==> src/rtl/if_fetch_unit_if.sv <==
// Instruction-memory bus between the fetch unit and the inst SRAM bridge.
// Split request/response handshake:
//   req, addr, wr, size, wstrb, wdata : request from fetch (accepted when req & addr_ok)
//   addr_ok                           : memory accepts the request this cycle
//   data_ok, rdata                    : one in-order response this cycle
// Modports: master = fetch unit side, slave = memory side.
interface if_fetch_unit_if;
  logic        req;
  logic        wr;
  logic [1:0]  size;
  logic [3:0]  wstrb;
  logic [31:0] addr;
  logic [31:0] wdata;
  logic        addr_ok;
  logic        data_ok;
  logic [31:0] rdata;

  modport master (
    output req, wr, size, wstrb, addr, wdata,
    input  addr_ok, data_ok, rdata
  );

  modport slave (
    input  req, wr, size, wstrb, addr, wdata,
    output addr_ok, data_ok, rdata
  );
endinterface

==> src/rtl/if_fetch_unit.sv <==
// Instruction fetch stage with multiple outstanding memory requests.
// Issues word reads to the inst SRAM, remembers the pc of each request in flight,
// buffers returned instructions and hands them to ID in order. A taken branch redirects
// fetch, flushes the buffer and marks every request still in flight as stale.
// Ports:
//   clk, rst      : clock, synchronous active-high reset
//   br_bus        : [33] br_stall, [32] br_taken, [31:0] br_target
//   id_allowin    : ID can take an instruction this cycle
//   if_validout   : if_to_id_bus holds a valid instruction
//   if_to_id_bus  : {inst, pc} of the buffer head
//   inst_sram     : memory request/response bus (master side)
module if_fetch_unit #(
  parameter logic [31:0] PC_RESET        = 32'h1c000000,
  parameter int unsigned MAX_OUTSTANDING = 2,
  parameter int unsigned BUF_DEPTH       = 2
) (
  input  logic                   clk,
  input  logic                   rst,
  input  logic [33:0]            br_bus,
  input  logic                   id_allowin,
  output logic                   if_validout,
  output logic [63:0]            if_to_id_bus,
  if_fetch_unit_if.master        inst_sram
);

  localparam int unsigned CntW     = $clog2(MAX_OUTSTANDING + 1);
  localparam int unsigned PendPtrW = (MAX_OUTSTANDING > 1) ? $clog2(MAX_OUTSTANDING) : 1;
  localparam int unsigned BufPtrW  = (BUF_DEPTH > 1) ? $clog2(BUF_DEPTH) : 1;
  localparam int unsigned BufCntW  = $clog2(BUF_DEPTH + 1);
  // Storage is rounded up to the pointer range so every pointer value indexes a real slot.
  localparam int unsigned PendSlots = 2 ** PendPtrW;
  localparam int unsigned BufSlots  = 2 ** BufPtrW;

  logic        br_stall;
  logic        br_taken;
  logic [31:0] br_target;
  assign {br_stall, br_taken, br_target} = br_bus;

  logic [31:0]         fetch_pc_q, fetch_pc_d;
  logic [31:0]         pend_pc_q [PendSlots];
  logic [PendPtrW-1:0] pend_wr_q, pend_rd_q;
  logic [CntW-1:0]     inflight_q, inflight_d;
  logic [CntW-1:0]     cancel_cnt_q, cancel_cnt_d;
  logic [63:0]         buf_q [BufSlots];
  logic [BufPtrW-1:0]  buf_wr_q, buf_rd_q;
  logic [BufCntW-1:0]  buf_cnt_q, buf_cnt_d;

  logic        req;
  logic        hs;
  logic        dok;
  logic        discard;
  logic        buf_push;
  logic        buf_pop;
  logic [31:0] reserved;

  function automatic logic [PendPtrW-1:0] pend_inc(logic [PendPtrW-1:0] p);
    return (p == PendPtrW'(MAX_OUTSTANDING - 1)) ? '0 : p + PendPtrW'(1);
  endfunction

  function automatic logic [BufPtrW-1:0] buf_inc(logic [BufPtrW-1:0] p);
    return (p == BufPtrW'(BUF_DEPTH - 1)) ? '0 : p + BufPtrW'(1);
  endfunction

  // Buffer slots already spoken for: live (non-cancelled) responses plus held instructions.
  assign reserved = 32'(inflight_q) - 32'(cancel_cnt_q) + 32'(buf_cnt_q);
  assign req = ~rst & ~br_stall & (32'(inflight_q) < MAX_OUTSTANDING) & (reserved < BUF_DEPTH);

  assign inst_sram.req   = req;
  assign inst_sram.wr    = 1'b0;
  assign inst_sram.size  = 2'b10;
  assign inst_sram.wstrb = 4'b0000;
  assign inst_sram.addr  = fetch_pc_q;
  assign inst_sram.wdata = 32'h0;

  assign hs          = req & inst_sram.addr_ok;
  assign dok         = inst_sram.data_ok;
  assign discard     = dok & (cancel_cnt_q != '0);
  assign buf_push    = dok & ~discard & ~br_taken;
  assign if_validout = ~rst & (buf_cnt_q != '0) & ~br_taken;
  assign buf_pop     = if_validout & id_allowin;
  assign if_to_id_bus = buf_q[buf_rd_q];

  always_comb begin
    fetch_pc_d = fetch_pc_q;
    if (br_taken) begin
      fetch_pc_d = br_target;
    end else if (hs) begin
      fetch_pc_d = fetch_pc_q + 32'd4;
    end

    inflight_d = inflight_q;
    if (hs) inflight_d = inflight_d + CntW'(1);
    if (dok) inflight_d = inflight_d - CntW'(1);

    // Everything still in flight after a redirect carries an old pc.
    cancel_cnt_d = cancel_cnt_q;
    if (br_taken) begin
      cancel_cnt_d = inflight_d;
    end else if (discard) begin
      cancel_cnt_d = cancel_cnt_q - CntW'(1);
    end

    buf_cnt_d = buf_cnt_q;
    if (br_taken) begin
      buf_cnt_d = '0;
    end else begin
      if (buf_push) buf_cnt_d = buf_cnt_d + BufCntW'(1);
      if (buf_pop) buf_cnt_d = buf_cnt_d - BufCntW'(1);
    end
  end

  always_ff @(posedge clk) begin
    if (rst) begin
      fetch_pc_q   <= PC_RESET;
      inflight_q   <= '0;
      cancel_cnt_q <= '0;
      buf_cnt_q    <= '0;
      pend_wr_q    <= '0;
      pend_rd_q    <= '0;
      buf_wr_q     <= '0;
      buf_rd_q     <= '0;
      for (int i = 0; i < int'(PendSlots); i++) pend_pc_q[i] <= '0;
      for (int i = 0; i < int'(BufSlots); i++) buf_q[i] <= '0;
    end else begin
      fetch_pc_q   <= fetch_pc_d;
      inflight_q   <= inflight_d;
      cancel_cnt_q <= cancel_cnt_d;
      buf_cnt_q    <= buf_cnt_d;
      if (hs) begin
        pend_pc_q[pend_wr_q] <= fetch_pc_q;
        pend_wr_q            <= pend_inc(pend_wr_q);
      end
      if (dok) begin
        pend_rd_q <= pend_inc(pend_rd_q);
      end
      if (buf_push) begin
        buf_q[buf_wr_q] <= {inst_sram.rdata, pend_pc_q[pend_rd_q]};
        buf_wr_q        <= buf_inc(buf_wr_q);
      end
      // Flush: no push happens on a branch cycle, so the write pointer is the new empty head.
      if (br_taken) begin
        buf_rd_q <= buf_wr_q;
      end else if (buf_pop) begin
        buf_rd_q <= buf_inc(buf_rd_q);
      end
    end
  end

  // Memory must never answer when nothing is outstanding.
  data_ok_has_request: assert property (@(posedge clk) disable iff (rst)
    !(inst_sram.data_ok && (inflight_q == '0)));

endmodule

==> src/flat_wrapper.sv <==
// flat-port wrapper written by rule: the top's interface ports become plain ports
module if_fetch_unit_flat 
#(
  parameter logic [31:0] PC_RESET        = 32'h1c000000,
  parameter int unsigned MAX_OUTSTANDING = 2,
  parameter int unsigned BUF_DEPTH       = 2
)
  (clk, rst, br_bus, id_allowin, if_validout, if_to_id_bus, inst_sram_req, inst_sram_wr, inst_sram_size, inst_sram_wstrb, inst_sram_addr, inst_sram_wdata, inst_sram_addr_ok, inst_sram_data_ok, inst_sram_rdata);
  if_fetch_unit_if inst_sram_i ();
  input  logic clk;
  input  logic rst;
  input  logic [33:0] br_bus;
  input  logic id_allowin;
  output logic if_validout;
  output logic [63:0] if_to_id_bus;
  output wire logic [$bits(inst_sram_i.req)-1:0] inst_sram_req;
  output wire logic [$bits(inst_sram_i.wr)-1:0] inst_sram_wr;
  output wire logic [$bits(inst_sram_i.size)-1:0] inst_sram_size;
  output wire logic [$bits(inst_sram_i.wstrb)-1:0] inst_sram_wstrb;
  output wire logic [$bits(inst_sram_i.addr)-1:0] inst_sram_addr;
  output wire logic [$bits(inst_sram_i.wdata)-1:0] inst_sram_wdata;
  input wire logic [$bits(inst_sram_i.addr_ok)-1:0] inst_sram_addr_ok;
  input wire logic [$bits(inst_sram_i.data_ok)-1:0] inst_sram_data_ok;
  input wire logic [$bits(inst_sram_i.rdata)-1:0] inst_sram_rdata;
  assign inst_sram_req = inst_sram_i.req;
  assign inst_sram_wr = inst_sram_i.wr;
  assign inst_sram_size = inst_sram_i.size;
  assign inst_sram_wstrb = inst_sram_i.wstrb;
  assign inst_sram_addr = inst_sram_i.addr;
  assign inst_sram_wdata = inst_sram_i.wdata;
  assign inst_sram_i.addr_ok = inst_sram_addr_ok;
  assign inst_sram_i.data_ok = inst_sram_data_ok;
  assign inst_sram_i.rdata = inst_sram_rdata;
  if_fetch_unit #(.PC_RESET(PC_RESET), .MAX_OUTSTANDING(MAX_OUTSTANDING), .BUF_DEPTH(BUF_DEPTH)) u_core (.clk(clk), .rst(rst), .br_bus(br_bus), .id_allowin(id_allowin), .if_validout(if_validout), .if_to_id_bus(if_to_id_bus), .inst_sram(inst_sram_i));
endmodule
==> config.mk <==
export PLATFORM = sky130hd
export DESIGN_NAME = if_fetch_unit_flat
export DESIGN_NICKNAME = d
export VERILOG_FILES = /design/src/rtl/if_fetch_unit_if.sv /design/src/rtl/if_fetch_unit.sv /design/src/flat_wrapper.sv
export SDC_FILE = /design/constraint.sdc
export NUM_CORES = 1
export LEC_CHECK = 0
export ABC_AREA = 1
export CAP_MARGIN = 5
export CORE_ASPECT_RATIO = 0.75
export CORE_MARGIN = 2
export CORE_UTILIZATION = 41
export CTS_CLUSTER_SIZE = 24
export DETAILED_ROUTE_END_ITERATION = 6
export HOLD_SLACK_MARGIN = 0.12
export PLACE_DENSITY = 0.65
export SYNTH_ARGS = -nofsm -noshare
export SYNTH_HDL_FRONTEND = slang
export SYNTH_SLANG_ARGS = --single-unit
==> constraint.sdc <==
create_clock -name clk -period 4.4 [get_ports clk]
set_input_delay 1.32 -clock clk [delete_from_list [all_inputs] [get_ports clk]]
set_output_delay 1.32 -clock clk [all_outputs]
set_load 0.05 [all_outputs]
Word level (Yosys, flattened, before mapping)

Memories as Yosys holds them, arrays and structs flattened. A register that Yosys moved wholly into a read port is not among the register bits.
Index checks and enable logic that the tools add are counted.

$add $sub $neg: 12
Order comparisons: 2
Multiplexer cells: 33
Bitwise operators: 14
Reductions and logical operators: 8

Operators with widths:

| cell                                                        | count |
|---|---|
| 2-to-1 mux 32 bit                                           | 3 |
| 2-to-1 mux 64 bit                                           | 1 |
| OR reduction 64 bit                                         | 1 |
| adder 32 x 2 -> 32 bit                                      | 1 |
| adder 32 x 3 -> 32 bit, second input constant               | 1 |
| less-than comparator 32 x 2 -> 1 bit, second input constant | 1 |
| OR reduction 32 bit                                         | 1 |
| 2-to-1 mux 1 bit                                            | 22 |
| 2-to-1 mux 2 bit                                            | 7 |
| AND 1 bit                                                   | 10 |
| nonzero test 2 bit                                          | 5 |
| subtractor 2 x 1 -> 2 bit, second input constant            | 3 |
| adder 1 bit, second input constant                          | 4 |
| adder 2 x 1 -> 2 bit, second input constant                 | 2 |
| NOT 1 bit                                                   | 4 |
| subtractor 2 x 2 -> 3 bit                                   | 1 |
| less-than comparator 2 bit, second input constant           | 1 |
| OR reduction 2 bit                                          | 1 |

Register bits: 42
Bits in writable memories: 192
Word-level logic and storage cells: 79
Memories kept: 2

Memory list:

| memory           | depth | bits a word | rd ports | clocked after Yosys merged registers in | write ports | line                | text |
|---|---|---|---|---|---|---|---|
| u_core.buf_q     | 2     | 64          | 1        | 1                                       | 2           | if_fetch_unit.sv:44 | `logic [63:0] buf_q [BufSlots];` |
| u_core.pend_pc_q | 2     | 32          | 1        | 1                                       | 2           | if_fetch_unit.sv:40 | `logic [31:0] pend_pc_q [PendSlots];` |

Longest topological paths before layout

Gate-level depths: netlist (run 1).

Depth in word-level cells: 10
Gate-level depth with buffers: 20

Least setup slack after synthesis (run 1)

No wires, ideal clock.

Path type: reg2reg
Start: register u_core.inflight_q[0]
End: memory u_core.pend_pc_q[1][0] (enable)
Data arrival time: 4.047 ns
Required time: 4.011 ns
Slack: -0.036 ns
Stages on the path, launching flop included: 16
Path buffers: 1
Period minus slack after synthesis: 4.436 ns
Path through: dfxtp_1 -> inv_1 -> ha_1 -> fa_1 -> inv_1 -> ha_1 -> a21o_1 -> nand2_1 -> ha_1 -> nand2_1 -> inv_1 -> nand2_1 -> nor3_2 -> nand4_1 -> clkbuf_1 -> nand2_1

RTL lines:

| what                   | line                 | text |
|---|---|---|
| start, declared        | if_fetch_unit.sv:42  | `logic [CntW-1:0] inflight_q, inflight_d;` |
| start signal, assigned | if_fetch_unit.sv:126 | `inflight_q <= inflight_d;` |
| end, declared          | if_fetch_unit.sv:40  |  |

Final worst setup path (run 1)

Start: register u_core.inflight_q[0]
End: output inst_sram_req

Word-level cells in the longest chain between the ends: 4
Elaborated cells between the ends (all ways): 6
Classes of those cells: 2 x add/sub; 2 x order compare; 2 x bitwise

RTL lines:

| what                                 | line                | text |
|---|---|---|
| subtractor 2 x 2 -> 3 bit            | if_fetch_unit.sv:65 | `assign reserved = 32'(inflight_q) - 32'(cancel_cnt_q) + 32'(buf_cnt_q);` |
| adder 32 x 2 -> 32 bit               | if_fetch_unit.sv:65 |  |
| less-than comparator 32 x 2 -> 1 bit | if_fetch_unit.sv:66 | `assign req = ~rst & ~br_stall & (32'(inflight_q) < MAX_OUTSTANDING) & (reserved < BUF_DEPTH);` |
| AND 1 bit (*)                        | if_fetch_unit.sv:66 |  |
| end, declared                        | flat_wrapper.sv:16  | `output wire logic [$bits(inst_sram_i.req)-1:0] inst_sram_req;` |

Mark *: on every way between the ends. The rest lies on a longest branch, timed or not.

==> results by group, run 1 <==
Detailed routing
  • Drt wl/cell: 17.1 um
  • Drt drc: 0
  • Post-route ant nets: 0
  • Routed vias: around 8k
  • First DRT Iteration DRCs: about 670
  • DRT Pass-1 Iters: 6
  • DR vias/cell: 4.88
  • Final WL: 27400 um

Final layout
  • Area Growth Syn to Fin: 25.5%
  • Layout net count: 1318
  • Post-Layout Cell Count: 1604
  • Layout cell share with drive strength beyond 1: 15.9%
  • Util after Layout: between 50% and 60%
  • N_diodes: 0

Logic synthesis
  • Count leader, synth: nor2_1
  • FFs w/ async S/R, synth: 0%
  • Warnings, synthesis: 0
  • Syn Std Cell Area: ~11000 sq um
  • Synth area leader: edfxtp_1
  • Top_reg_cell synth: edfxtp_1
  • Synthesized instance count: 1067
  • Sequential area share after synthesis: 58.5%
  • Synth top area share: just over 50%
  • EDFF count, synth: ~190
  • Area contributors post-synth: edfxtp_1, dfxtp_1, nor2_1, mux2_2, nand2_1
  • Syn_area_per_cell: 10.6 sq um
  • #FFs+latches synth: 236
  • Post-synth cell types: 38
  • Most instantiated cells after synthesis: nor2_1, edfxtp_1, nand2_1

Timing
  • Fin. Hold Viols: 0
  • Fin Clk Skew: 0.0179 ns
  • Fmax: 231 MHz
  • Relative max-transition margin: 27.8%
  • Max-slew violation count: 0
  • Final setup fails: 0
  • RSZ-0062 raised after global routing: true
  • Setup ws final: 0.0756 ns
  • Period Utilization, post-route: 98.3%
  • Worst-Margin Slew: 1.08 ns
  • Fin crit period: roughly 4.3 ns
  • Final setup TNS: 0 ns
  • WHS: 0.492 ns

Floorplan
  • Core Region: about 27000 sq um
  • DIE AREA: just under 30000 sq um
  • DIE WIDTH: 196 um
  • Die Y: 148 um
  • I/O pin cnt: 208
  • Starting Density: around two fifths
  • # rows: 52

Critical path
  • CP max-delay cell: fa_1
  • Crit path largest cell delay: 0.51 ns
  • WP data arrival: 3.00 ns
  • Req. time, crit path: 3.08 ns
  • R2R Setup Slk: 0.94 ns
  • Crit-path cells: inv_2 -> ha_4 -> fa_1 -> inv_2 -> ha_4 -> a21o_1 -> nand2_2 -> ha_4 -> nand2_2 -> inv_2 -> nand2_4 -> nor3_4 -> buf_12
  • Crit Path Max Fanout: 3
  • Crit path capture type: output pin
  • R2r endpoint: u_core.pend_pc_q[1][22]
  • Worst Reg-to-Reg Cells: 16
  • Setup crit start kind: flip-flop
  • Critical path's top delay family: adder cells
  • CP Class: flip-flop to output pin
  • Worst r2r src: u_core.inflight_q[0]
  • WP buf/inv: 4

Hold path
  • Hold/Removal Path Class: flip-flop to flip-flop
  • Hold EP: u_core.pend_wr_q
  • Worst hold start: u_core.pend_wr_q
  • Hold depth: 2

Clocking
  • Clock Sinks: approximately 240
  • H-tree Lvls: 1
  • Clock Pin Slew Worst Setup and Hold Paths: around 0.060 ns
  • Clock latency on the worst-skew pair: 0.51 ns
  • Clk buf depth: 3
  • CTS tree: built
  • TritonCTS Buffers: 25
  • CTS Root Cell: clkbuf_16

Flow run
  • Max cap viols: 0

Global route
  • Vias in the first global route: 7644
  • Aggregate global routing overflow: 0
  • First-pass GRT wire length: 43100 um
  • Initial antenna violation count: 0
  • GRT Total Usage: 18.9%
  • Largest net degree at the start of global routing: 66

Pwr
  • Peak VDD IR: approximately 0.24 mV
  • Leak: 0.00550 uW
  • Power per cell area: about 400 nW/um^2

Place
  • RD Place Congestion: ~0.92
  • Placed cell count: approximately 1.6k
  • Pre-CTS setup slack: about 0.4 ns
  • Detailed Place HPWL: 18700 um
  • I/O Buffers: 168

Outcome
  • Outcome: completed
## repair_timing
action | CTS | global route
resized for setup | 3 | 19
setup endpoints to repair | 1 | 1
pin swaps | 1 | 6
hold buffers | 0 | 0
buffers inserted | 1 | 4
## state kept, by name (all words and copies together), names as in the netlist, named ones only
| name | cells |
|---|---|
| u_core.buf_cnt_q | 2 |
| u_core.buf_q | 128 |
| u_core.buf_rd_q | 1 |
| u_core.buf_wr_q | 1 |
| u_core.cancel_cnt_q | 2 |
| u_core.inflight_q | 2 |
| u_core.inst_sram.addr | 32 |
| u_core.pend_pc_q | 64 |
| u_core.pend_rd_q | 1 |
| u_core.pend_wr_q | 1 |
## layout by cell type (no fill, tap or decap), types with 3 or more instances in the layout
master | synthesis | final
nor2_1 | 208 | 206
edfxtp_1 | 192 | 192
clkdlybuf4s50_1 | 0 | 166
nand2_1 | 148 | 139
inv_1 | 105 | 99
mux2_2 | 64 | 64
dfxtp_1 | 44 | 41
conb_1 | 2 | 39
mux2i_1 | 32 | 32
nor2_4 | 31 | 31
a21oi_1 | 28 | 28
o21ai_0 | 27 | 27
nand3_1 | 27 | 26
clkbuf_16 | 0 | 25
buf_4 | 41 | 14
xor2_1 | 13 | 13
nand4_1 | 10 | 10
nor2_2 | 7 | 9
nor3_1 | 9 | 9
a31oi_1 | 9 | 9
nand2_2 | 0 | 8
inv_2 | 2 | 8
buf_12 | 2 | 8
ha_1 | 10 | 6
clkinv_2 | 0 | 6
clkbuf_8 | 0 | 5
ha_4 | 0 | 4
dfxtp_2 | 0 | 3
bufinv_16 | 0 | 3
## power breakdown
| part | total [uW] | internal, uW | switching [uW] |
|---|---|---|---|
| sequential | 2600 | 2530 | 73.6 |
| clock | 2150 | 1300 | 847 |
| combinational | 1010 | 348 | 661 |
| total | 5760 | 4180 | 1580 |
## routing by layer
layer  vias to the layer above  GRT usage, %  part of all wire (%)
met5                         -             0                     0
met4                         0          3.90                   1.7
met3                        32          3.99                   7.1
met2                       252          27.4                    42
met1                      3745          29.2                    49
li1                       3794             -                     -
## worst max-delay path by stage
stage	end	cells past startpoint	slack, ns	startpoint
final	inst_sram_req	13	0.08	u_core.inflight_q[0]
after global routing	inst_sram_req	13	-0.05	u_core.inflight_q[0]
after CTS	inst_sram_req	13	0.004	u_core.inflight_q[0]
after detailed placement	inst_sram_req	13	0.40	u_core.inflight_q[0]
after global placement	inst_sram_req	13	0.43	u_core.inflight_q[0]
after floorplan	u_core.pend_pc_q[1][0]	15	0.25	u_core.inflight_q[0]
## layout make-up
type / count / area [sq um]
tap: 351 / 439
inverter: 107 / 402
clock buffer: 32 / 702
multi-input combinational: 677 / 3980
sequential: 236 / 6650
timing repair buffer: 188 / 1930
fill: 2383 / 12900
clock inverter: 13 / 149
## worst reg2reg max path, stage by stage (launching register included)
cell and delay, ns:
dfxtp_2 0.34, inv_2 0.05, ha_4 0.15, fa_1 0.51, inv_2 0.05, ha_4 0.25, a21o_1 0.17, nand2_2 0.10
ha_4 0.29, nand2_2 0.04, inv_2 0.06, nand2_4 0.05, nor3_4 0.25, buf_4 0.15, nand4_1 0.10, nand2_2 0.35
buf_12 0.24
## kinds of logic after synthesis
| family | Yosys count | share of synthesized area, % |
|---|---|---|
| adders and majority gates | 12 | 1.45 |
| AOI/OAI and AO/OA | 68 | 3.17 |
| xor gates and xnor gates | 15 | 1.16 |
| buffers and inverters | 191 | 8.47 |
| and+or+nand+nor | 447 | 18.0 |
| muxes | 96 | 9.17 |
| other | 2 | 0.0661 |
| DFF | 236 | 58.5 |
## metrics by stage
step | total power, uW | cell area (sq um)
floorplan | 3310 | 11500
global placement | 3610 | 13300
detailed placement | 3620 | 13300
CTS | 5770 | 14100
global route | 5980 | 14200
finish | 5760 | 14200
Note: power is estimated with default switching activity, not from simulation.
==> run 2, diff against run 1 <==
ABC_CLOCK_PERIOD_IN_PS = 4400   (was default)
==> results of run 2 <==
Same layout as run 1: the final DEF is identical, and so are final timing and power.
